==> src/rtl/mapper_pkg.sv <==
// Shared constants and types for the discrete NES mapper register slice.
package mapper_pkg;

  localparam int unsigned MODE_UXROM = 0;
  localparam int unsigned MODE_CNROM = 1;
  localparam int unsigned MODE_AXROM = 2;

  localparam int unsigned CPU_DW = 8;

  typedef enum logic [1:0] {
    ST_IDLE   = 2'd0,
    ST_WRITE  = 2'd1,
    ST_COMMIT = 2'd2
  } wr_state_e;

endpackage

==> src/rtl/romsel_sync.sv <==
// Brings romsel/rw into the clk domain, delays bus data by the same depth,
// and flags the synced romsel rising edge.
module romsel_sync #(
  parameter int unsigned STAGES = 2,
  parameter int unsigned DW     = 16
) (
  input  logic          clk,
  input  logic          Nrst,
  input  logic          romsel_raw,
  input  logic          rw_raw,
  input  logic [DW-1:0] data_raw,
  output logic          romsel_s,
  output logic          rw_s,
  output logic          romsel_rise_c,
  output logic [DW-1:0] data_s
);

  logic [STAGES-1:0] romsel_q;
  logic [STAGES-1:0] rw_q;
  logic [DW-1:0]     data_q [STAGES];
  logic              romsel_prev;

  always_ff @(posedge clk) begin
    if (!Nrst) begin
      romsel_q    <= '1;
      rw_q        <= '1;
      romsel_prev <= 1'b1;
      for (int i = 0; i < int'(STAGES); i++) data_q[i] <= '0;
    end else begin
      romsel_q    <= {romsel_q[STAGES-2:0], romsel_raw};
      rw_q        <= {rw_q[STAGES-2:0], rw_raw};
      romsel_prev <= romsel_q[STAGES-1];
      data_q[0]   <= data_raw;
      for (int i = 1; i < int'(STAGES); i++) data_q[i] <= data_q[i-1];
    end
  end

  assign romsel_s      = romsel_q[STAGES-1];
  assign rw_s          = rw_q[STAGES-1];
  assign data_s        = data_q[STAGES-1];
  assign romsel_rise_c = romsel_q[STAGES-1] & ~romsel_prev;

endmodule

==> src/rtl/discrete_mapper_reg.sv <==
// Bank/mirroring register for UxROM, CNROM and AxROM discrete mappers,
// written by CPU stores to $8000-$FFFF and committed on the romsel rising edge.
module discrete_mapper_reg
  import mapper_pkg::*;
#(
  parameter int unsigned MODE         = 0,
  parameter int unsigned PRG_BITS     = 4,
  parameter int unsigned CHR_BITS     = 2,
  parameter int unsigned BUS_CONFLICT = 0,
  parameter int unsigned MIRROR       = 1,
  parameter int unsigned SYNC_STAGES  = 2
) (
  input  logic                clk,
  input  logic                Nrst,
  input  logic [CPU_DW-1:0]   cpu_d,
  input  logic                cpu_rw,
  input  logic                Ncpu_romsel,
  input  logic                cpu_a14,
  input  logic [CPU_DW-1:0]   rom_d,
  input  logic                ppu_a10,
  input  logic                ppu_a11,
  output logic [PRG_BITS-1:0] prg_a,
  output logic [CHR_BITS-1:0] chr_a,
  output logic                ciram_a10,
  output logic                wr_strobe
);

  localparam int unsigned SDW = 2 * CPU_DW;

  logic              romsel_s;
  logic              rw_s;
  logic              romsel_rise_c;
  logic [SDW-1:0]    data_s;
  logic [CPU_DW-1:0] sample_c;
  logic [CPU_DW-1:0] sample;

  wr_state_e state;
  wr_state_e state_next;
  logic      capture_c;
  logic      commit_c;

  logic [PRG_BITS-1:0] bank;
  logic [CHR_BITS-1:0] chr;
  logic                mir;

  romsel_sync #(
    .STAGES (SYNC_STAGES),
    .DW     (SDW)
  ) u_sync (
    .clk           (clk),
    .Nrst          (Nrst),
    .romsel_raw    (Ncpu_romsel),
    .rw_raw        (cpu_rw),
    .data_raw      ({cpu_d, rom_d}),
    .romsel_s      (romsel_s),
    .rw_s          (rw_s),
    .romsel_rise_c (romsel_rise_c),
    .data_s        (data_s)
  );

  // Value the cartridge latch actually sees on the bus
  assign sample_c = (BUS_CONFLICT != 0) ? (data_s[SDW-1:CPU_DW] & data_s[CPU_DW-1:0])
                                        : data_s[SDW-1:CPU_DW];

  always_ff @(posedge clk) begin
    if (!Nrst) state <= ST_IDLE;
    else       state <= state_next;
  end

  // Capture only while romsel is still low, so the sample taken just before the rise wins
  always_comb begin
    state_next = state;
    capture_c  = 1'b0;
    commit_c   = 1'b0;
    case (state)
      ST_IDLE: begin
        if (!romsel_s && !rw_s) begin
          state_next = ST_WRITE;
          capture_c  = 1'b1;
        end
      end
      ST_WRITE: begin
        if (romsel_rise_c)           state_next = ST_COMMIT;
        else if (!romsel_s && !rw_s) capture_c  = 1'b1;
        else                         state_next = ST_IDLE;
      end
      ST_COMMIT: begin
        commit_c   = 1'b1;
        state_next = ST_IDLE;
      end
      default: state_next = ST_IDLE;
    endcase
  end

  always_ff @(posedge clk) begin
    if (!Nrst) begin
      sample    <= '0;
      bank      <= '0;
      chr       <= '0;
      mir       <= 1'b0;
      wr_strobe <= 1'b0;
    end else begin
      wr_strobe <= commit_c;
      if (capture_c) sample <= sample_c;
      if (commit_c) begin
        if (MODE == MODE_UXROM) begin
          bank <= PRG_BITS'(sample);
        end else if (MODE == MODE_CNROM) begin
          chr <= CHR_BITS'(sample);
        end else begin
          bank <= PRG_BITS'(sample[PRG_BITS-2:0]);
          mir  <= sample[4];
        end
      end
    end
  end

  // Address path is purely combinational from the registers
  always_comb begin
    prg_a     = '0;
    chr_a     = '0;
    ciram_a10 = (MIRROR != 0) ? ppu_a10 : ppu_a11;
    if (MODE == MODE_UXROM) begin
      prg_a = cpu_a14 ? '1 : bank;
    end else if (MODE == MODE_CNROM) begin
      prg_a = PRG_BITS'(cpu_a14);
      chr_a = chr;
    end else begin
      prg_a     = {bank[PRG_BITS-2:0], cpu_a14};
      ciram_a10 = mir;
    end
  end

  logic unused_bits;
  assign unused_bits = ^{sample, bank, chr, mir};

endmodule

==> config.mk <==
export PLATFORM = sky130hd
export DESIGN_NAME = discrete_mapper_reg
export DESIGN_NICKNAME = d
export VERILOG_FILES = /design/src/rtl/mapper_pkg.sv /design/src/rtl/romsel_sync.sv /design/src/rtl/discrete_mapper_reg.sv
export SDC_FILE = /design/constraint.sdc
export NUM_CORES = 1
export LEC_CHECK = 0
export BUFFER_PORTS_ARGS = -buffer_cell sky130_fd_sc_hd__buf_2
export CORE_ASPECT_RATIO = 0.5
export CORE_MARGIN = 2
export CORE_UTILIZATION = 55
export CTS_CLUSTER_DIAMETER = 200
export DETAILED_ROUTE_END_ITERATION = 8
export PLACE_DENSITY = 0.79
export SYNTH_ARGS = -nofsm -noshare
export SYNTH_HDL_FRONTEND = slang
export SYNTH_HIERARCHICAL = 1
export SYNTH_SLANG_ARGS = --single-unit
==> constraint.sdc <==
create_clock -name clk -period 1.6 [get_ports clk]
set_input_delay 0.24 -clock clk [delete_from_list [all_inputs] [get_ports clk]]
set_output_delay 0.24 -clock clk [all_outputs]
set_load 0.02 [all_outputs]
==> results.md, run 1 <==
* Outcome: aborted with a tool error
* Stopping stage: power grid generation
* Err: [ERROR PDN-0185] Insufficient width (27.20 um) to add straps on layer met5 in grid "grid" with total strap width 15.2 um and offset 13.6 um.
* # rows at 10
* Yosys warnings at 6
* Die Height at 32.1 µm
* Cells after Synth at 80
* Avg Cell Area, Syn at 10.9 µm²
* Initial Utilization at 57.4%
* Die extent in x at 60.2 µm
* Synthesized area at 868 µm²
==> inputs of run 2 (changes only) <==
Settings changed: CORE_ASPECT_RATIO 0.5 to default, CORE_UTILIZATION 55 to 40, CTS_CLUSTER_DIAMETER 200 to default, PLACE_DENSITY 0.79 to default, PLACE_DENSITY_LB_ADDON from default to 0.15.
==> results.md, run 2 <==
* Placed cell area at 895 µm²
* Total chip power at 0.908 mW
* Outcome: completed
* Comb pwr share at 5.8%
* Critical path startpoint category: register
* Grt peak-use layer: met2
* Commonest cells after routing, fill and taps aside: 24 x dfxtp_1, 13 x buf_2, 9 x and2_2
* Largest net degree at the start of global routing at 29
* Register with the most flip-flops: u_sync/data_q
* Maximum VDD drop at 0.000501 V
* Antenna cells at 0
* Worst setup EP type: register
* Remaining antenna violation count at 0
* Grt ovf at 0
* Grt met3 use at 2.68%
* WL final at 919 µm
* Avg WL per Cell at 8.21 µm
* Via total after detailed routing at 450
* Fin nets at 110
* Via density at 4.02
* Cells after Synth at 80
* PwrDens at 990 nW/µm²
* # rows at 16
* Setup crit end: sample[3]$_SDFFE_PN0P_
* Biggest regs: u_sync/data_q: 8 flops, bank: 4 flops, sample: 4 flops
* Internal Power at 0.726 mW
* Drt drc at 0
* Synthesized area at 868 µm²
* CTS Root Buffer Type: clkbuf_4
* Max reg flops at 8
* Pre-CTS WS at 0.258 ns
* Psw at 0.183 mW
* Leak at 0.365 nW
* CP startpoint: u_sync/romsel_q[1]$_SDFF_PN1_
* Post-DP HPWL at 628 µm
* DIE AREA at 2560 µm²
* CP required at 1.77 ns
* Commonest non-fill, non-tap cell in the layout: dfxtp_1
* CTS resizes at 0
* CTS tree: done
* Final TNS setup at 0 ns
* Hold Path Stages at 2
* # IOs at 31
* Period utilization at 83.6%
* Layout area overhead at 5.62%
* Cells on worst reg2reg path at 3
* Clock Sinks at 24
* Minimum clock period after layout at 1.34 ns
* Crit path DAT at 1.51 ns
* Fmax achieved at 748 MHz
* Clk pin slew, worst setup/hold paths at 0.11 ns
* Largest fanout on the critical path at 9
* Hold Vio Cnt, Final at 0
* Clk pwr share at 26.3%
* Clk buf depth at 2
* Number of buffers added on ports at 13
* Setup repair bufs after CTS at 0
* Worst setup margin at 0.263 ns
* Initial antenna violation count at 0
* Fin util at 45.8%
* Sw frac at 20.1%
* Fraction of layout cells with a size suffix above 1 at 36.5%
* DRT Pass-1 Iters at 2
* Die extent in x at 50.6 µm
* Placed cells at 109
* CTS buffer count at 3
* Cell Count, Final, Fillers Out at 112
* WHS at 0.110 ns
* RR Endpoint: sample[3]$_SDFFE_PN0P_
* HP Class: in -> reg
* Gpl congestion at 0.619
* Fin area at 917 µm²
* R2r setup slk at 0.26 ns
* Worst Skew at 0.00323 ns
* Sequential fraction of design power at 67.9%
* Area of the core at 2000 µm²
* Yosys warnings at 6
* DR iter-0 viols at 1
* Max Slew Vio Count at 0
* Crit Reg-Reg Startpoint: u_sync/romsel_q[1]$_SDFF_PN1_
* Maxcap violations at 0
* Final number of setup-violating endpoints at 0
* Avg Cell Area, Syn at 10.9 µm²
* Clock latency on the worst-skew pair at 0.30 ns
* Vias in the first global route at 361
* Unrepaired setup endpoints after global routing: false
* Die Height at 50.6 µm
* Initial Utilization at 43.4%
* CTS Hold Buffers Added at 0
* Total Routing Usage GR at 8.09%
* Critical path type: reg -> reg
* M2 GR Usage at 12.1%
* Met1 Use GR at 9.28%
* First-pass GRT wire length at 1510 µm
* H-tree depth at 1
==> run 2: power groups by stage <==
| stage | clock network [mW] | logic, mW | registers, mW |
|---|---|---|---|
| global route | 0.285 | 0.0579 | 0.619 |
| detailed placement | 0 | 0.0534 | 0.630 |
| finish | 0.239 | 0.0525 | 0.616 |
| floorplan | 0 | 0.0498 | 0.630 |
| CTS | 0.259 | 0.0533 | 0.617 |
| global placement | 0 | 0.0527 | 0.630 |
==> run 2: area by class of cell <==
type / instances / area (µm²)
fillers: 197 / 1080
flip-flops and latches: 24 / 480
multi-input cells: 45 / 315
repair buffers: 13 / 65.1
well taps: 27 / 33.8
clock buffers: 3 / 22.5
==> run 2: worst max-delay path, stage by stage (launching register included) <==
cell	delay, ns
dfxtp_1	0.35
nor2b_1	0.17
a2111oi_4	0.53
o21ai_0	0.16
==> run 2: worst min path at each step <==
stage / start / endpoint
6_report: cpu_rw / u_sync/rw_q[0]$_SDFF_PN1_
5_1_grt: cpu_rw / u_sync/rw_q[0]$_SDFF_PN1_
4_1_cts: cpu_rw / u_sync/rw_q[0]$_SDFF_PN1_
3_5_place_dp: u_sync/romsel_q[0]$_SDFF_PN1_ / u_sync/romsel_q[1]$_SDFF_PN1_
3_3_place_gp: u_sync/romsel_q[0]$_SDFF_PN1_ / u_sync/romsel_q[1]$_SDFF_PN1_
2_1_floorplan: Ncpu_romsel / u_sync/romsel_q[0]$_SDFF_PN1_
==> run 2: routing by layer <==
| layer | vias to the layer above | wire length [µm] |
|---|---|---|
| met2 | 16 | 382 |
| met1 | 175 | 451 |
| met4 | 0 | 30 |
| met3 | 4 | 54 |
| met5 | - | 0 |
| li1 | 255 | - |
(Power assumes the default switching activity.)
